==> src/rtl/hazard_ctrl_pkg.sv <==
// Shared types and constants for the pipeline hazard/forwarding controller.
// Holds the forward-select encodings, the PC register index and the multiply FSM states.
package hazard_ctrl_pkg;

    localparam logic [1:0] FWD_RF = 2'b00;
    localparam logic [1:0] FWD_W  = 2'b01;
    localparam logic [1:0] FWD_M  = 2'b10;

    localparam logic [3:0] R_PC = 4'hF;

    typedef enum logic {IDLE = 1'b0, BUSY = 1'b1} hc_state_t;

    // The PC is produced by the fetch path, so a source of R15 always reads the register file.
    function automatic logic [1:0] fwd_sel(input logic [3:0] ra,
                                           input logic [3:0] wa_m, input logic we_m,
                                           input logic [3:0] wa_w, input logic we_w);
        if (ra == R_PC)            return FWD_RF;
        if (we_m && (ra == wa_m))  return FWD_M;
        if (we_w && (ra == wa_w))  return FWD_W;
        return FWD_RF;
    endfunction

endpackage

==> src/rtl/hazard_ctrl_if.sv <==
// Bundle between the pipeline datapath and the hazard controller.
// The pipeline (master) drives stage register indices and qualifiers; the controller returns stalls, flushes and forward selects.
interface hazard_ctrl_if #(parameter int CNT_W = 16) ();

    logic [3:0]       RA1D, RA2D, RA1E, RA2E;
    logic [3:0]       WA3E, WA3M, WA3W;
    logic             RegWriteM, RegWriteW, MemtoRegE;
    logic             PCSrcD, PCSrcE, PCSrcM, PCSrcW;
    logic             BranchTakenE, MulStartE, ClrCount;
    logic [1:0]       ForwardAE, ForwardBE;
    logic             StallF, StallD, StallE;
    logic             FlushD, FlushE, FlushM, MulDoneE;
    logic [CNT_W-1:0] StallCount;

    modport master (
        output RA1D, RA2D, RA1E, RA2E, WA3E, WA3M, WA3W,
               RegWriteM, RegWriteW, MemtoRegE,
               PCSrcD, PCSrcE, PCSrcM, PCSrcW, BranchTakenE, MulStartE, ClrCount,
        input  ForwardAE, ForwardBE, StallF, StallD, StallE,
               FlushD, FlushE, FlushM, MulDoneE, StallCount
    );

    modport slave (
        input  RA1D, RA2D, RA1E, RA2E, WA3E, WA3M, WA3W,
               RegWriteM, RegWriteW, MemtoRegE,
               PCSrcD, PCSrcE, PCSrcM, PCSrcW, BranchTakenE, MulStartE, ClrCount,
        output ForwardAE, ForwardBE, StallF, StallD, StallE,
               FlushD, FlushE, FlushM, MulDoneE, StallCount
    );

endinterface

==> src/rtl/hazard_ctrl_stall_counter.sv <==
// Saturating event counter with synchronous clear; count visible one cycle after the event.
// Clear wins over a same-cycle increment; the count sticks at all-ones.
module stall_counter #(
    parameter int CNT_W = 16
) (
    input  logic             clk,
    input  logic             reset,
    input  logic             inc,
    input  logic             clr,
    output logic [CNT_W-1:0] count
);

    logic [CNT_W-1:0] count_q, count_d;

    always_comb begin
        count_d = count_q;
        if (clr)
            count_d = '0;
        else if (inc && (count_q != '1))
            count_d = count_q + 1'b1;
    end

    always_ff @(posedge clk or negedge reset) begin
        if (!reset) count_q <= '0;
        else        count_q <= count_d;
    end

    assign count = count_q;

endmodule

==> src/rtl/hazard_ctrl.sv <==
// Hazard/forwarding controller for the 5-stage pipeline: stall/flush enables, E-stage forward selects, multiply sequencing.
// All controls are combinational in the current cycle; a multiply holds F/D/E for MUL_LAT-1 cycles.
module hazard_ctrl
    import hazard_ctrl_pkg::*;
#(
    parameter int MUL_LAT = 3,
    parameter int CNT_W   = 16
) (
    input  logic         clk,
    input  logic         reset,
    hazard_ctrl_if.slave bus
);

    localparam int              CW       = $clog2(MUL_LAT) + 1;
    localparam logic [CW-1:0]   CNT_LOAD = CW'((MUL_LAT > 1) ? (MUL_LAT - 2) : 0);

    hc_state_t        state_q, state_d;
    logic [CW-1:0]    cnt_q, cnt_d;
    logic             mul_stall, mul_done;
    logic             ldr_stall, pc_wr_pend;
    logic             stall_f;
    logic [CNT_W-1:0] stall_cnt;

    always_comb begin
        state_d   = state_q;
        cnt_d     = cnt_q;
        mul_stall = 1'b0;
        mul_done  = 1'b0;
        case (state_q)
            IDLE: begin
                if (bus.MulStartE) begin
                    if (MUL_LAT == 1) begin
                        mul_done = 1'b1;
                    end else begin
                        mul_stall = 1'b1;
                        cnt_d     = CNT_LOAD;
                        state_d   = BUSY;
                    end
                end
            end
            BUSY: begin
                // The multiply leaves E on the edge that ends the done cycle.
                if (cnt_q != '0) begin
                    mul_stall = 1'b1;
                    cnt_d     = cnt_q - 1'b1;
                end else begin
                    mul_done = 1'b1;
                    state_d  = IDLE;
                end
            end
            default: state_d = IDLE;
        endcase
    end

    always_ff @(posedge clk or negedge reset) begin
        if (!reset) begin
            state_q <= IDLE;
            cnt_q   <= '0;
        end else begin
            state_q <= state_d;
            cnt_q   <= cnt_d;
        end
    end

    assign ldr_stall  = bus.MemtoRegE & ((bus.RA1D == bus.WA3E) | (bus.RA2D == bus.WA3E));
    assign pc_wr_pend = bus.PCSrcD | bus.PCSrcE | bus.PCSrcM;
    assign stall_f    = ldr_stall | pc_wr_pend | mul_stall;

    stall_counter #(.CNT_W(CNT_W)) u_stall_counter (
        .clk   (clk),
        .reset (reset),
        .inc   (stall_f),
        .clr   (bus.ClrCount),
        .count (stall_cnt)
    );

    // Every output reads as idle while reset is held, independent of the inputs.
    assign bus.ForwardAE  = reset ? fwd_sel(bus.RA1E, bus.WA3M, bus.RegWriteM, bus.WA3W, bus.RegWriteW) : FWD_RF;
    assign bus.ForwardBE  = reset ? fwd_sel(bus.RA2E, bus.WA3M, bus.RegWriteM, bus.WA3W, bus.RegWriteW) : FWD_RF;
    assign bus.StallF     = reset & stall_f;
    assign bus.StallD     = reset & (ldr_stall | mul_stall);
    assign bus.StallE     = reset & mul_stall;
    assign bus.FlushD     = reset & (pc_wr_pend | bus.PCSrcW | bus.BranchTakenE);
    assign bus.FlushE     = reset & (ldr_stall | bus.BranchTakenE) & ~mul_stall;
    assign bus.FlushM     = reset & mul_stall;
    assign bus.MulDoneE   = reset & mul_done;
    assign bus.StallCount = reset ? stall_cnt : '0;

endmodule

==> src/flat_wrapper.sv <==
// flat-port wrapper written by rule: the top's interface ports become plain ports
module hazard_ctrl_flat import hazard_ctrl_pkg::*;
#(
    parameter int MUL_LAT = 3,
    parameter int CNT_W   = 16
)
  (clk, reset, bus_RA1D, bus_RA2D, bus_RA1E, bus_RA2E, bus_WA3E, bus_WA3M, bus_WA3W, bus_RegWriteM, bus_RegWriteW, bus_MemtoRegE, bus_PCSrcD, bus_PCSrcE, bus_PCSrcM, bus_PCSrcW, bus_BranchTakenE, bus_MulStartE, bus_ClrCount, bus_ForwardAE, bus_ForwardBE, bus_StallF, bus_StallD, bus_StallE, bus_FlushD, bus_FlushE, bus_FlushM, bus_MulDoneE, bus_StallCount);
  hazard_ctrl_if #(.CNT_W(CNT_W)) bus_i ();
  input  logic clk;
  input  logic reset;
  input wire logic [$bits(bus_i.RA1D)-1:0] bus_RA1D;
  input wire logic [$bits(bus_i.RA2D)-1:0] bus_RA2D;
  input wire logic [$bits(bus_i.RA1E)-1:0] bus_RA1E;
  input wire logic [$bits(bus_i.RA2E)-1:0] bus_RA2E;
  input wire logic [$bits(bus_i.WA3E)-1:0] bus_WA3E;
  input wire logic [$bits(bus_i.WA3M)-1:0] bus_WA3M;
  input wire logic [$bits(bus_i.WA3W)-1:0] bus_WA3W;
  input wire logic [$bits(bus_i.RegWriteM)-1:0] bus_RegWriteM;
  input wire logic [$bits(bus_i.RegWriteW)-1:0] bus_RegWriteW;
  input wire logic [$bits(bus_i.MemtoRegE)-1:0] bus_MemtoRegE;
  input wire logic [$bits(bus_i.PCSrcD)-1:0] bus_PCSrcD;
  input wire logic [$bits(bus_i.PCSrcE)-1:0] bus_PCSrcE;
  input wire logic [$bits(bus_i.PCSrcM)-1:0] bus_PCSrcM;
  input wire logic [$bits(bus_i.PCSrcW)-1:0] bus_PCSrcW;
  input wire logic [$bits(bus_i.BranchTakenE)-1:0] bus_BranchTakenE;
  input wire logic [$bits(bus_i.MulStartE)-1:0] bus_MulStartE;
  input wire logic [$bits(bus_i.ClrCount)-1:0] bus_ClrCount;
  output wire logic [$bits(bus_i.ForwardAE)-1:0] bus_ForwardAE;
  output wire logic [$bits(bus_i.ForwardBE)-1:0] bus_ForwardBE;
  output wire logic [$bits(bus_i.StallF)-1:0] bus_StallF;
  output wire logic [$bits(bus_i.StallD)-1:0] bus_StallD;
  output wire logic [$bits(bus_i.StallE)-1:0] bus_StallE;
  output wire logic [$bits(bus_i.FlushD)-1:0] bus_FlushD;
  output wire logic [$bits(bus_i.FlushE)-1:0] bus_FlushE;
  output wire logic [$bits(bus_i.FlushM)-1:0] bus_FlushM;
  output wire logic [$bits(bus_i.MulDoneE)-1:0] bus_MulDoneE;
  output wire logic [$bits(bus_i.StallCount)-1:0] bus_StallCount;
  assign bus_i.RA1D = bus_RA1D;
  assign bus_i.RA2D = bus_RA2D;
  assign bus_i.RA1E = bus_RA1E;
  assign bus_i.RA2E = bus_RA2E;
  assign bus_i.WA3E = bus_WA3E;
  assign bus_i.WA3M = bus_WA3M;
  assign bus_i.WA3W = bus_WA3W;
  assign bus_i.RegWriteM = bus_RegWriteM;
  assign bus_i.RegWriteW = bus_RegWriteW;
  assign bus_i.MemtoRegE = bus_MemtoRegE;
  assign bus_i.PCSrcD = bus_PCSrcD;
  assign bus_i.PCSrcE = bus_PCSrcE;
  assign bus_i.PCSrcM = bus_PCSrcM;
  assign bus_i.PCSrcW = bus_PCSrcW;
  assign bus_i.BranchTakenE = bus_BranchTakenE;
  assign bus_i.MulStartE = bus_MulStartE;
  assign bus_i.ClrCount = bus_ClrCount;
  assign bus_ForwardAE = bus_i.ForwardAE;
  assign bus_ForwardBE = bus_i.ForwardBE;
  assign bus_StallF = bus_i.StallF;
  assign bus_StallD = bus_i.StallD;
  assign bus_StallE = bus_i.StallE;
  assign bus_FlushD = bus_i.FlushD;
  assign bus_FlushE = bus_i.FlushE;
  assign bus_FlushM = bus_i.FlushM;
  assign bus_MulDoneE = bus_i.MulDoneE;
  assign bus_StallCount = bus_i.StallCount;
  hazard_ctrl #(.MUL_LAT(MUL_LAT), .CNT_W(CNT_W)) u_core (.clk(clk), .reset(reset), .bus(bus_i));
endmodule
==> config.mk <==
export PLATFORM = sky130hd
export DESIGN_NAME = hazard_ctrl_flat
export DESIGN_NICKNAME = d
export VERILOG_FILES = /design/src/rtl/hazard_ctrl_pkg.sv /design/src/rtl/hazard_ctrl_if.sv /design/src/rtl/hazard_ctrl_stall_counter.sv /design/src/rtl/hazard_ctrl.sv /design/src/flat_wrapper.sv
export SDC_FILE = /design/constraint.sdc
export NUM_CORES = 1
export LEC_CHECK = 0
export BUFFER_PORTS_ARGS = -buffer_cell sky130_fd_sc_hd__buf_2
export CAP_MARGIN = 10
export CORE_MARGIN = 1.5
export CORE_UTILIZATION = 51
export CTS_BUF_LIST = sky130_fd_sc_hd__clkbuf_4
export CTS_CLUSTER_SIZE = 30
export DETAILED_ROUTE_END_ITERATION = 8
export PLACE_DENSITY = 0.83
export RECOVER_POWER = 100
export SYNTH_ARGS = -nofsm -noshare
export SYNTH_HDL_FRONTEND = slang
export SYNTH_SLANG_ARGS = --single-unit
==> constraint.sdc <==
create_clock -name clk -period 2.7 [get_ports clk]
set_input_delay 0.27 -clock clk [delete_from_list [all_inputs] [get_ports clk]]
set_output_delay 0.27 -clock clk [all_outputs]
set_load 0.005 [all_outputs]
==> results.txt, run 1 <==
post-synthesis sequential area ratio = 28.49%
setup violators final = 0
hold_ws = 0.2774 ns
Fillers = 307
sequential power share = 44.1%
Req. time, crit path = 2.90 ns
delay of the slowest critical-path stage = 0.48 ns
mapped cell area = 1757 sq um
synthesized instance count = 205
root buf cell = clkbuf_4
PostCTS Resize Cnt = 0
1st-pass router iterations = 4
share of post-route cells with drive strength above 1 = 29.00%
VDD IR max = 0.2892 mV
sw frac = 35.76%
wire per inst = 12.28 um
main flop type after synthesis = dfrtp_1
setup TNS = 0 ns
slowest CP cell = a2111oi_0
Worst Setup Path Type = register to register
EDFF count, synth = 0
Die W = 61.69 um
Worst-Margin Slew = 0.6220 ns
worst path arrival time = 2.60 ns
initial antenna violation count = 0
Sw Pwr = 0.2935 mW
crit path max fanout = 13
clock input transition at the sequential cells of the worst setup and hold paths = 0.11 ns
Post-Syn Nets = 248
PwrDens = 385.6 nW/um^2
First DRT Iteration DRCs = 53
total gr overflow = 0
register area = 500.5 sq um
CTS max path bufs = 2
Internal = 0.5271 mW
H-tree levels = 1
drt drc = 0
Hold Crit Class = input pin to register
Synth warnings = 0
ANT cells = 0
Yosys reg bits = 20
Max Slew Vio Count = 0
vias in the first global route = 1452
largest net degree at the start of global routing = 29
clk_skew = 0.003085 ns
Netlist cell types = 39
drt via density = 5.394
number of max-cap violations = 0
area occupied by multi-input gates = 1182 sq um
Synth async-reset ratio = 100.0%
routed via count = 1699
Ports = 67
Post-DP HPWL = 2980 um
Max-slew headroom = 58.19%
first-pass GRT wire length = 6037 um
RD Place Congestion = 0.8018
clock share of power = 17.1%
nets@finish = 314
CTS sink cnt = 20
std cell rows = 21
Die Y = 61.69 um
area growth from synthesis to layout = 21.15%
Final Util = 64.29%
Peak Freq = 416.9 MHz
Die ar. = 3806 sq um
RSZ-0062 raised after global routing = no
leakage = 0.9971 nW
most frequent cells in the layout = 52 x buf_2, 20 x dfrtp_1, 16 x nor2_1
combinational fraction of design power = 38.8%
nature of the critical path endpoint = register
final hold violations = 0
syn avg cell area = 8.569 sq um
Final min period = 2.399 ns
core area = 3311 sq um
Critical Path Start Type = register
Final ANT Viol Nets = 0
commonest non-fill, non-tap cell in the layout = buf_2
critical path, cell by cell = inv_1 -> ha_1 -> ha_1 -> nand2_1 -> nand2_1 -> inv_1 -> nor2_1 -> buf_4 -> a2111oi_0 -> mux2_2
Total GRT Usage = 20.74%
TritonCTS clock tree = done
Initial Utilization = 53.06%
total wire length = 3867 um
total power = 0.8206 mW
clk_lat worst skew = 0.30 ns
outcome = complete, no violations
Tcrit/Tclk final = 88.85%
port buffer count = 66
CTS buffer count = 3
## logic make-up (layout without fill, tap and decap cells)
group | after synthesis | after routing | synth area share, %
xor gates and xnor gates | 22 | 22 | 10.97
adders and majority gates | 3 | 3 | 2.137
buffers and inverters | 15 | 79 | 3.704
muxes | 12 | 12 | 7.692
and+or+nand+nor | 100 | 100 | 33.12
DFF | 20 | 20 | 28.49
AOI/OAI and AO/OA | 33 | 33 | 13.89
## through the flow
stage          instance area [sq um]  setup slack (ns)  cells
2_1_floorplan                   1757            0.6620    205
3_3_place_gp                    2121            0.4388    311
3_5_place_dp                    2121            0.3820    311
4_1_cts                         2153            0.3394    315
5_1_grt                         2128            0.1294    315
6_report                        2128            0.3011    315
## Yosys cell counts, types with 6 or more instances
library cell	instances	share of area (%)
o21ai_0	6	1.7
nor2b_1	12	4.3
a21oi_1	7	2.0
nor2_1	16	3.4
and3_1	8	2.8
nand2_1	13	2.8
nand4_1	7	2.5
and2_1	17	6.1
mux2_2	12	7.7
nand3_1	12	3.4
dfrtp_1	20	28
xnor2_1	8	4.0
a211oi_1	6	2.6
inv_1	7	1.5
xor2_1	14	7.0
## worst max-delay path: cells and delay by family (launching register included)
family,cells,cell delay [ns]
mux,1,0.38
simple gates,3,0.26
compound gates,1,0.48
fa+ha+maj,2,0.41
flops,1,0.37
buf+inv,3,0.40
## area by class of cell
class | count | area share [%]
clock buffers | 3 | 1.058
inverters | 7 | 1.235
multi-input cells | 170 | 55.56
flip-flops and latches | 20 | 23.52
well taps | 46 | 2.704
repair buffers | 69 | 15.93
## final timing paths
kind | slack, ns | cells after the start | startpoint | to
min in group asynchronous | 0.43 | 2 | reset | u_core.u_stall_counter.count[8]
max | 0.30 | 10 | u_core.cnt_q[0] | u_core.u_stall_counter.count[6]
min | 0.28 | 3 | bus_MulStartE | u_core.cnt_q[1]
max in group asynchronous | 1.70 | 3 | reset | u_core.u_stall_counter.count[1]
min reg2reg | 0.50 | 1 | u_core.cnt_q[0] | u_core.cnt_q[0]
max reg2reg | 0.30 | 10 | u_core.cnt_q[0] | u_core.u_stall_counter.count[6]
## registers in the layout, indices dropped and copies added (netlist names)
| name | cells |
|---|---|
| u_core.state_q | 1 |
| u_core.u_stall_counter.count | 16 |
| u_core.cnt_q | 3 |
## repair_timing
action,in CTS,in global routing
setup buffers,0,0
endpoints found under the setup margin,0,0
hold buffers,1,0
hold endpoints to repair,9,0
## metal layers
metal	track usage [%]	part of all wire [%]
met5	0	0
met3	4.348	5.2
met2	36.39	47
met1	26.77	47
met4	3.647	0.91
## power groups by stage
| stage | clock (mW) | combinational, mW | sequential (mW) |
|---|---|---|---|
| finish | 0.140 | 0.319 | 0.362 |
| global route | 0.158 | 0.374 | 0.368 |
| CTS | 0.149 | 0.327 | 0.362 |
| detailed placement | 0 | 0.324 | 0.368 |
| global placement | 0 | 0.318 | 0.366 |
| floorplan | 0 | 0.221 | 0.362 |
No activity file was read; power rests on OpenSTA's default activity.
==> run 2, diff against run 1 <==
--- a/config.mk
+++ b/config.mk
@@ -8,11 +8,12 @@
 export BUFFER_PORTS_ARGS = -buffer_cell sky130_fd_sc_hd__buf_2
 export CAP_MARGIN = 10
 export CORE_MARGIN = 1.5
-export CORE_UTILIZATION = 51
+export CORE_UTILIZATION = 46
 export CTS_BUF_LIST = sky130_fd_sc_hd__clkbuf_4
 export CTS_CLUSTER_SIZE = 30
 export DETAILED_ROUTE_END_ITERATION = 8
-export PLACE_DENSITY = 0.83
+export MAX_ROUTING_LAYER = met4
+export PLACE_DENSITY = 0.79
 export RECOVER_POWER = 100
 export SYNTH_ARGS = -nofsm -noshare
 export SYNTH_HDL_FRONTEND = slang
==> constraint.sdc (replaced) <==
create_clock -name clk -period 2.14 [get_ports clk]
set_input_delay 0.214 -clock clk [delete_from_list [all_inputs] [get_ports clk]]
set_output_delay 0.214 -clock clk [all_outputs]
set_load 0.005 [all_outputs]
==> run 2 against run 1 <==
Net effect:
- routed wire length increased by 11%
- core utilization decreased by 1.5 points
- critical path type unchanged
- clock-buffer cell count unchanged
- critical path depth decreased by 4
- critical endpoint is now u_core.u_stall_counter.count[13]
- global-route usage increased by 0.24 points
==> results.txt, run 2 (synthesis results as in run 1) <==
total gr overflow = 0 (unchanged)
delay of the slowest critical-path stage = 0.43 ns (was 0.48 ns)
CTS sink cnt = 20 (unchanged)
Total GRT Usage = 20.98% (was 20.74%)
Ports = 67 (unchanged)
area growth from synthesis to layout = 30.91% (was 21.15%)
most frequent cells in the layout = 56 x buf_2, 20 x dfrtp_1, 15 x nor2_1 (was 52 x buf_2, 20 x dfrtp_1, 16 x nor2_1)
drt via density = 5.425 (was 5.394)
std cell rows = 22 (was 21)
First DRT Iteration DRCs = 55 (was 53)
clock input transition at the sequential cells of the worst setup and hold paths = 0.12 ns (was 0.11 ns)
Post-DP HPWL = 3140 um (was 2980 um)
Tcrit/Tclk final = 94.91% (was 88.85%)
Peak Freq = 492.3 MHz (was 416.9 MHz)
initial antenna violation count = 0 (unchanged)
Top Usage Layer GRT = met2 (unchanged)
total wire length = 4274 um (was 3867 um)
final hold violations = 0 (unchanged)
Worst-Margin Slew = 0.6322 ns (was 0.6220 ns)
Worst Setup Path Type = register to register (unchanged)
register area = 500.5 sq um (unchanged)
nature of the critical path endpoint = register (unchanged)
total power = 1.137 mW (was 0.8206 mW)
H-tree levels = 1 (unchanged)
GR Util met1 = 24.01% (was 26.77%)
CTS max path bufs = 2 (unchanged)
port buffer count = 66 (unchanged)
Initial Utilization = 47.98% (was 53.06%)
Final min period = 2.031 ns (was 2.399 ns)
commonest non-fill, non-tap cell in the layout = buf_2 (unchanged)
GR met3 Demand/Resource = 2.431% (was 4.348%)
largest net degree at the start of global routing = 29 (unchanged)
critical path, cell by cell = ha_1 -> and2_1 -> nand3_1 -> nor2_4 -> a2111oi_4 -> mux2_2 (was inv_1 -> ha_1 -> ha_1 -> nand2_1 -> nand2_1 -> inv_1 -> nor2_1 -> buf_4 -> a2111oi_0 -> mux2_2)
VDD IR max = 0.3636 mV (was 0.2892 mV)
slowest CP cell = dfrtp_1 (was a2111oi_0)
Post-Layout Inst Area = 2300 sq um (was 2128 sq um)
r2r setup slk = 0.11 ns (was 0.30 ns)
Die Y = 64.80 um (was 61.69 um)
worst path arrival time = 2.23 ns (was 2.60 ns)
met2 usage = 38.14% (was 36.39%)
routed via count = 1774 (was 1699)
Final ANT Viol Nets = 0 (unchanged)
clk_skew = 0.01323 ns (was 0.003085 ns)
PwrDens = 494.6 nW/um^2 (was 385.6 nW/um^2)
root buf cell = clkbuf_4 (unchanged)
setup violators final = 0 (unchanged)
Placement Cell Area = 2176 sq um (was 2121 sq um)
wire per inst = 13.07 um (was 12.28 um)
Die ar. = 4198 sq um (was 3806 sq um)
Req. time, crit path = 2.33 ns (was 2.90 ns)
CP top delay family = simple AND/OR/NAND/NOR gates (was compound AO/OA/AOI/OAI gates)
number of max-cap violations = 0 (unchanged)
Max Slew Vio Count = 0 (unchanged)
Critical Path Start Type = register (unchanged)
Final Util = 62.82% (was 64.29%)
clk_lat worst skew = 0.31 ns (was 0.30 ns)
Hold Crit Class = input pin to register (unchanged)
Die W = 64.80 um (was 61.69 um)
drt drc = 0 (unchanged)
RD Place Congestion = 0.7614 (was 0.8018)
nets@finish = 323 (was 314)
max reg flops = 16 (unchanged)
Fillers = 322 (was 307)
area occupied by multi-input gates = 1279 sq um (was 1182 sq um)
crit path max fanout = 9 (was 13)
CP bufs+invs = 0 (was 3)
1st-pass router iterations = 4 (unchanged)
Max-slew headroom = 57.85% (was 58.19%)
CTS buffer count = 3 (unchanged)
vias in the first global route = 1626 (was 1452)
first-pass GRT wire length = 6927 um (was 6037 um)
outcome = complete, no violations (unchanged)
leakage = 1.057 nW (was 0.9971 nW)
hold_ws = 0.2519 ns (was 0.2774 ns)
TritonCTS clock tree = done (unchanged)
share of post-route cells with drive strength above 1 = 35.48% (was 29.00%)
ANT cells = 0 (unchanged)
core area = 3661 sq um (was 3311 sq um)
## run 2: timing repair
| action | in CTS | in global routing |
|---|---|---|
| endpoints found under the setup margin | 1 | 14 |
| gates cloned | 0 | 1 |
| pin swaps | 0 | 2 |
| endpoints found under the hold margin | 2 | 0 |
| gates resized for setup | 3 | 13 |
| setup buffers | 0 | 1 |
| hold buffers | 1 | 0 |
## run 2: area by class of cell
class / count / share of cell area (%)
clock buffers: 3 / 0.9793
clock inverters: 1 / 0.1632
inverters: 7 / 1.143
multi-input cells: 170 / 55.60
flip-flops and latches: 20 / 21.76
well taps: 48 / 2.612
repair buffers: 78 / 17.74
## run 2: worst paths after layout
check | start | endpoint | cells past startpoint
worst max-delay path | u_core.u_stall_counter.count[0] | u_core.u_stall_counter.count[13] | 6
worst min-delay path | bus_MulStartE | u_core.cnt_q[1] | 3
worst max register to register | u_core.u_stall_counter.count[0] | u_core.u_stall_counter.count[13] | 6
worst min register to register | u_core.cnt_q[0] | u_core.cnt_q[0] | 1
max in group asynchronous | reset | u_core.u_stall_counter.count[12] | 3
min in group asynchronous | reset | u_core.cnt_q[0] | 2
## run 2: layer usage
layer	routed length, um	up-vias	part of all wire, %
li1	-	884	-
met1	1830	843	43
met2	2177	41	51
met3	193	6	4.5
met4	73	0	1.7
met5	0	-	0
## run 2: report_power, final
part / switching [mW] / total [mW] / internal (mW) / leakage [nW]
Combinational: 0.266 / 0.491 / 0.225 / 0.773
Sequential: 0.0326 / 0.458 / 0.425 / 0.268
Clock: 0.120 / 0.188 / 0.0681 / 0.0154
## run 2: worst reg2reg max path, cell delays in order (launching register included)
cell and delay, ns:
dfrtp_1 0.43, ha_1 0.24, and2_1 0.19, nand3_1 0.21, nor2_4 0.13, a2111oi_4 0.35, mux2_2 0.37
## run 2: stage by stage
| stage | std cells | worst slack (ns) | TNS [ns] |
|---|---|---|---|
| after floorplan | 205 | 0.1020 | 0 |
| after global placement | 320 | 0.06496 | 0 |
| after detailed placement | 320 | -0.01047 | -0.01047 |
| after CTS | 325 | 0.03004 | 0 |
| after global routing | 327 | -0.0003413 | -0.0005869 |
| final | 327 | 0.1088 | 0 |
==> run 3, diff against run 2 <==
--- a/config.mk
+++ b/config.mk
@@ -15,6 +15,7 @@
 export MAX_ROUTING_LAYER = met4
 export PLACE_DENSITY = 0.79
 export RECOVER_POWER = 100
+export REMOVE_ABC_BUFFERS = 1
 export SYNTH_ARGS = -nofsm -noshare
 export SYNTH_HDL_FRONTEND = slang
 export SYNTH_SLANG_ARGS = --single-unit
==> run 3 against run 2 <==
Net effect:
- clock-buffer cell count unchanged
- cell count is 0.31% higher
- total power rose by 3.0%
- core utilization rose by 0.92 points
- global-route usage down 0.16 points
- combinational power rose by 5.7%
- routed wire length grew 1.6%
==> results.txt, run 3 (synthesis results as in run 1) <==
CP top delay family = adder cells (was simple AND/OR/NAND/NOR gates)
largest net degree at the start of global routing = 29 (unchanged)
DRT met1 WL = 1969 um (was 1830 um)
wire per inst = 13.24 um (was 13.07 um)
Req. time, crit path = 2.35 ns (was 2.33 ns)
root buf cell = clkbuf_4 (unchanged)
initial antenna violation count = 0 (unchanged)
CTS buffer count = 3 (unchanged)
Max Slew Vio Count = 0 (unchanged)
first-pass GRT wire length = 6906 um (was 6927 um)
DR WL met2 = 2172 um (was 2177 um)
most frequent cells in the layout = 66 x buf_2, 20 x dfrtp_1, 17 x and2_1 (was 56 x buf_2, 20 x dfrtp_1, 15 x nor2_1)
share of post-route cells with drive strength above 1 = 38.57% (was 35.48%)
delay of the slowest critical-path stage = 0.38 ns (was 0.43 ns)
Post-DP HPWL = 3224 um (was 3140 um)
critical path, cell by cell = inv_1 -> ha_1 -> ha_2 -> nand2_2 -> nand2_2 -> inv_2 -> nor2_4 -> buf_4 -> a2111oi_4 -> mux2_4 (was ha_1 -> and2_1 -> nand3_1 -> nor2_4 -> a2111oi_4 -> mux2_2)
port buffer count = 66 (unchanged)
RD Place Congestion = 0.7970 (was 0.7614)
clk_skew = 0.009886 ns (was 0.01323 ns)
clock input transition at the sequential cells of the worst setup and hold paths = 0.13 ns (was 0.12 ns)
First DRT Iteration DRCs = 103 (was 55)
sequential power share = 39.2% (was 40.2%)
R2R Path End = u_core.u_stall_counter.count[5] (was u_core.u_stall_counter.count[13])
worst path arrival time = 2.25 ns (was 2.23 ns)
CTS sink cnt = 20 (unchanged)
slowest CP cell = dfrtp_1 (unchanged)
Critical Path Start Type = register (unchanged)
VDD IR max = 0.3294 mV (was 0.3636 mV)
nets@finish = 324 (was 323)
Internal = 0.7281 mW (was 0.7182 mW)
reg2reg start = u_core.cnt_q[0] (was u_core.u_stall_counter.count[0])
TritonCTS clock tree = done (unchanged)
Sw Pwr = 0.4438 mW (was 0.4192 mW)
ANT cells = 0 (unchanged)
DR WL met3 = 176 um (was 193 um)
crit-path most repeated cell = nand2_2
Total GRT Usage = 20.82% (was 20.98%)
drt via density = 5.351 (was 5.425)
total power = 1.172 mW (was 1.137 mW)
1st-pass router iterations = 6 (was 4)
worst hold endpoint = u_core.cnt_q[1] (unchanged)
Worst Setup Path Type = register to register (unchanged)
leakage = 1.100 nW (was 1.057 nW)
Initial Utilization = 47.98% (unchanged)
max reg flops = 16 (unchanged)
clock share of power = 16.6% (about the same)
commonest non-fill, non-tap cell in the layout = buf_2 (unchanged)
nature of the critical path endpoint = register (unchanged)
Final ANT Viol Nets = 0 (unchanged)
Die W = 64.80 um (unchanged)
CP bufs+invs = 3 (was 0)
Hold Crit Class = input pin to register (unchanged)
setup violators final = 0 (unchanged)
Die ar. = 4198 sq um (unchanged)
Final min period = 2.041 ns (was 2.031 ns)
Worst Min Path Start = bus_MulStartE (unchanged)
total gr overflow = 0 (unchanged)
clk_lat worst skew = 0.31 ns (about the same)
Ports = 67 (unchanged)
std cell rows = 22 (unchanged)
outcome = complete, no violations (unchanged)
vias in the first global route = 1621 (was 1626)
Max-slew headroom = 54.50% (was 57.85%)
area growth from synthesis to layout = 32.83% (was 30.91%)
PwrDens = 502.2 nW/um^2 (was 494.6 nW/um^2)
routed via count = 1755 (was 1774)
setup TNS = 0 ns (unchanged)
hold-critical path depth = 3 (unchanged)
crit path max fanout = 6 (was 9)
total wire length = 4344 um (was 4274 um)
core area = 3661 sq um (unchanged)
combinational fraction of design power = 44.3% (was 43.2%)
Worst-Margin Slew = 0.6824 ns (was 0.6322 ns)
number of max-cap violations = 0 (unchanged)
CTS max path bufs = 2 (unchanged)
final hold violations = 0 (unchanged)
sw frac = 37.87% (was 36.86%)
FF-to-FF path depth = 10 (was 6)
Tcrit/Tclk final = 95.38% (was 94.91%)
Die Y = 64.80 um (unchanged)
r2r setup slk = 0.1 ns (was 0.11 ns)
drt drc = 0 (unchanged)
H-tree levels = 1 (unchanged)
top layer in use = met4 (unchanged)
Peak Freq = 489.9 MHz (was 492.3 MHz)
run 3: changes by cell type in the layout (fill, tap and decap cells not counted), moves of 2 or more:
cell and change:
buf_2 +10, clkbuf_1 -6, and2_0 -4, and2_1 +4, clkbuf_2 -4, buf_4 +2
mux2_2 -2, mux2_4 +2
run 3: worst max-delay path by stage:
stage | startpoint | endpoint | slack [ns] | depth (start not counted)
global placement | u_core.cnt_q[0] | u_core.u_stall_counter.count[5] | 0.04 | 10
finish | u_core.cnt_q[0] | u_core.u_stall_counter.count[5] | 0.1 | 10
global route | u_core.cnt_q[0] | u_core.u_stall_counter.count[5] | -0.02 | 10
floorplan | u_core.cnt_q[0] | u_core.u_stall_counter.count[6] | 0.009 | 9
detailed placement | u_core.cnt_q[0] | u_core.u_stall_counter.count[5] | -0.02 | 10
CTS | u_core.cnt_q[0] | u_core.u_stall_counter.count[13] | -0.004 | 10
run 3: layer usage:
layer | global-route usage, % | up-vias
li1 | - | 877
met1 | 25.93 | 823
met2 | 36.86 | 51
met3 | 1.563 | 4
met4 | 4.787 | 0
met5 | - | -
run 3: worst min-delay path, cell delays in order:
cell and delay [ns]:
buf_2 0.07, or2_1 0.13, o21ai_0 0.09
run 3: per-stage QoR:
stage                     instance area, sq um  hold slack, ns  cells  worst slack (ns)  util, %
after detailed placement                  2183          0.1022    321          -0.02414    59.64
after floorplan                           1718        -0.08159    197          0.009079        -
final                                     2333          0.2259    328           0.09897    63.74
after global routing                      2333          0.2562    328          -0.02182    63.74
after CTS                                 2238          0.1926    326         -0.004361    61.14
after global placement                    2183          0.1053    321           0.04491    59.64
run 3: repair_timing:
item / CTS / global route
pin swaps: 0 / 2
hold endpoints to repair: 5 / 0
hold buffers: 1 / 0
gates cloned: 0 / 1
gates resized for setup: 3 / 20
buffers inserted: 0 / 1
endpoints found under the setup margin: 4 / 12
run 3: power groups by stage:
stage	logic [mW]	registers, mW	clock network (mW)
2_1_floorplan	0.258	0.457	0
3_3_place_gp	0.460	0.463	0
3_5_place_dp	0.472	0.466	0
4_1_cts	0.483	0.458	0.197
5_1_grt	0.586	0.468	0.208
6_report	0.519	0.459	0.194
run 3: final cells by class:
| cell class | count | area, sq um |
|---|---|---|
| multi-input cells | 170 | 1297 |
| clock buffers | 3 | 22.52 |
| repair buffers | 79 | 422.9 |
| inverters | 7 | 26.28 |
| fillers | 333 | 1328 |
| flip-flops and latches | 20 | 500.5 |
| clock inverters | 1 | 3.754 |
| well taps | 48 | 60.06 |
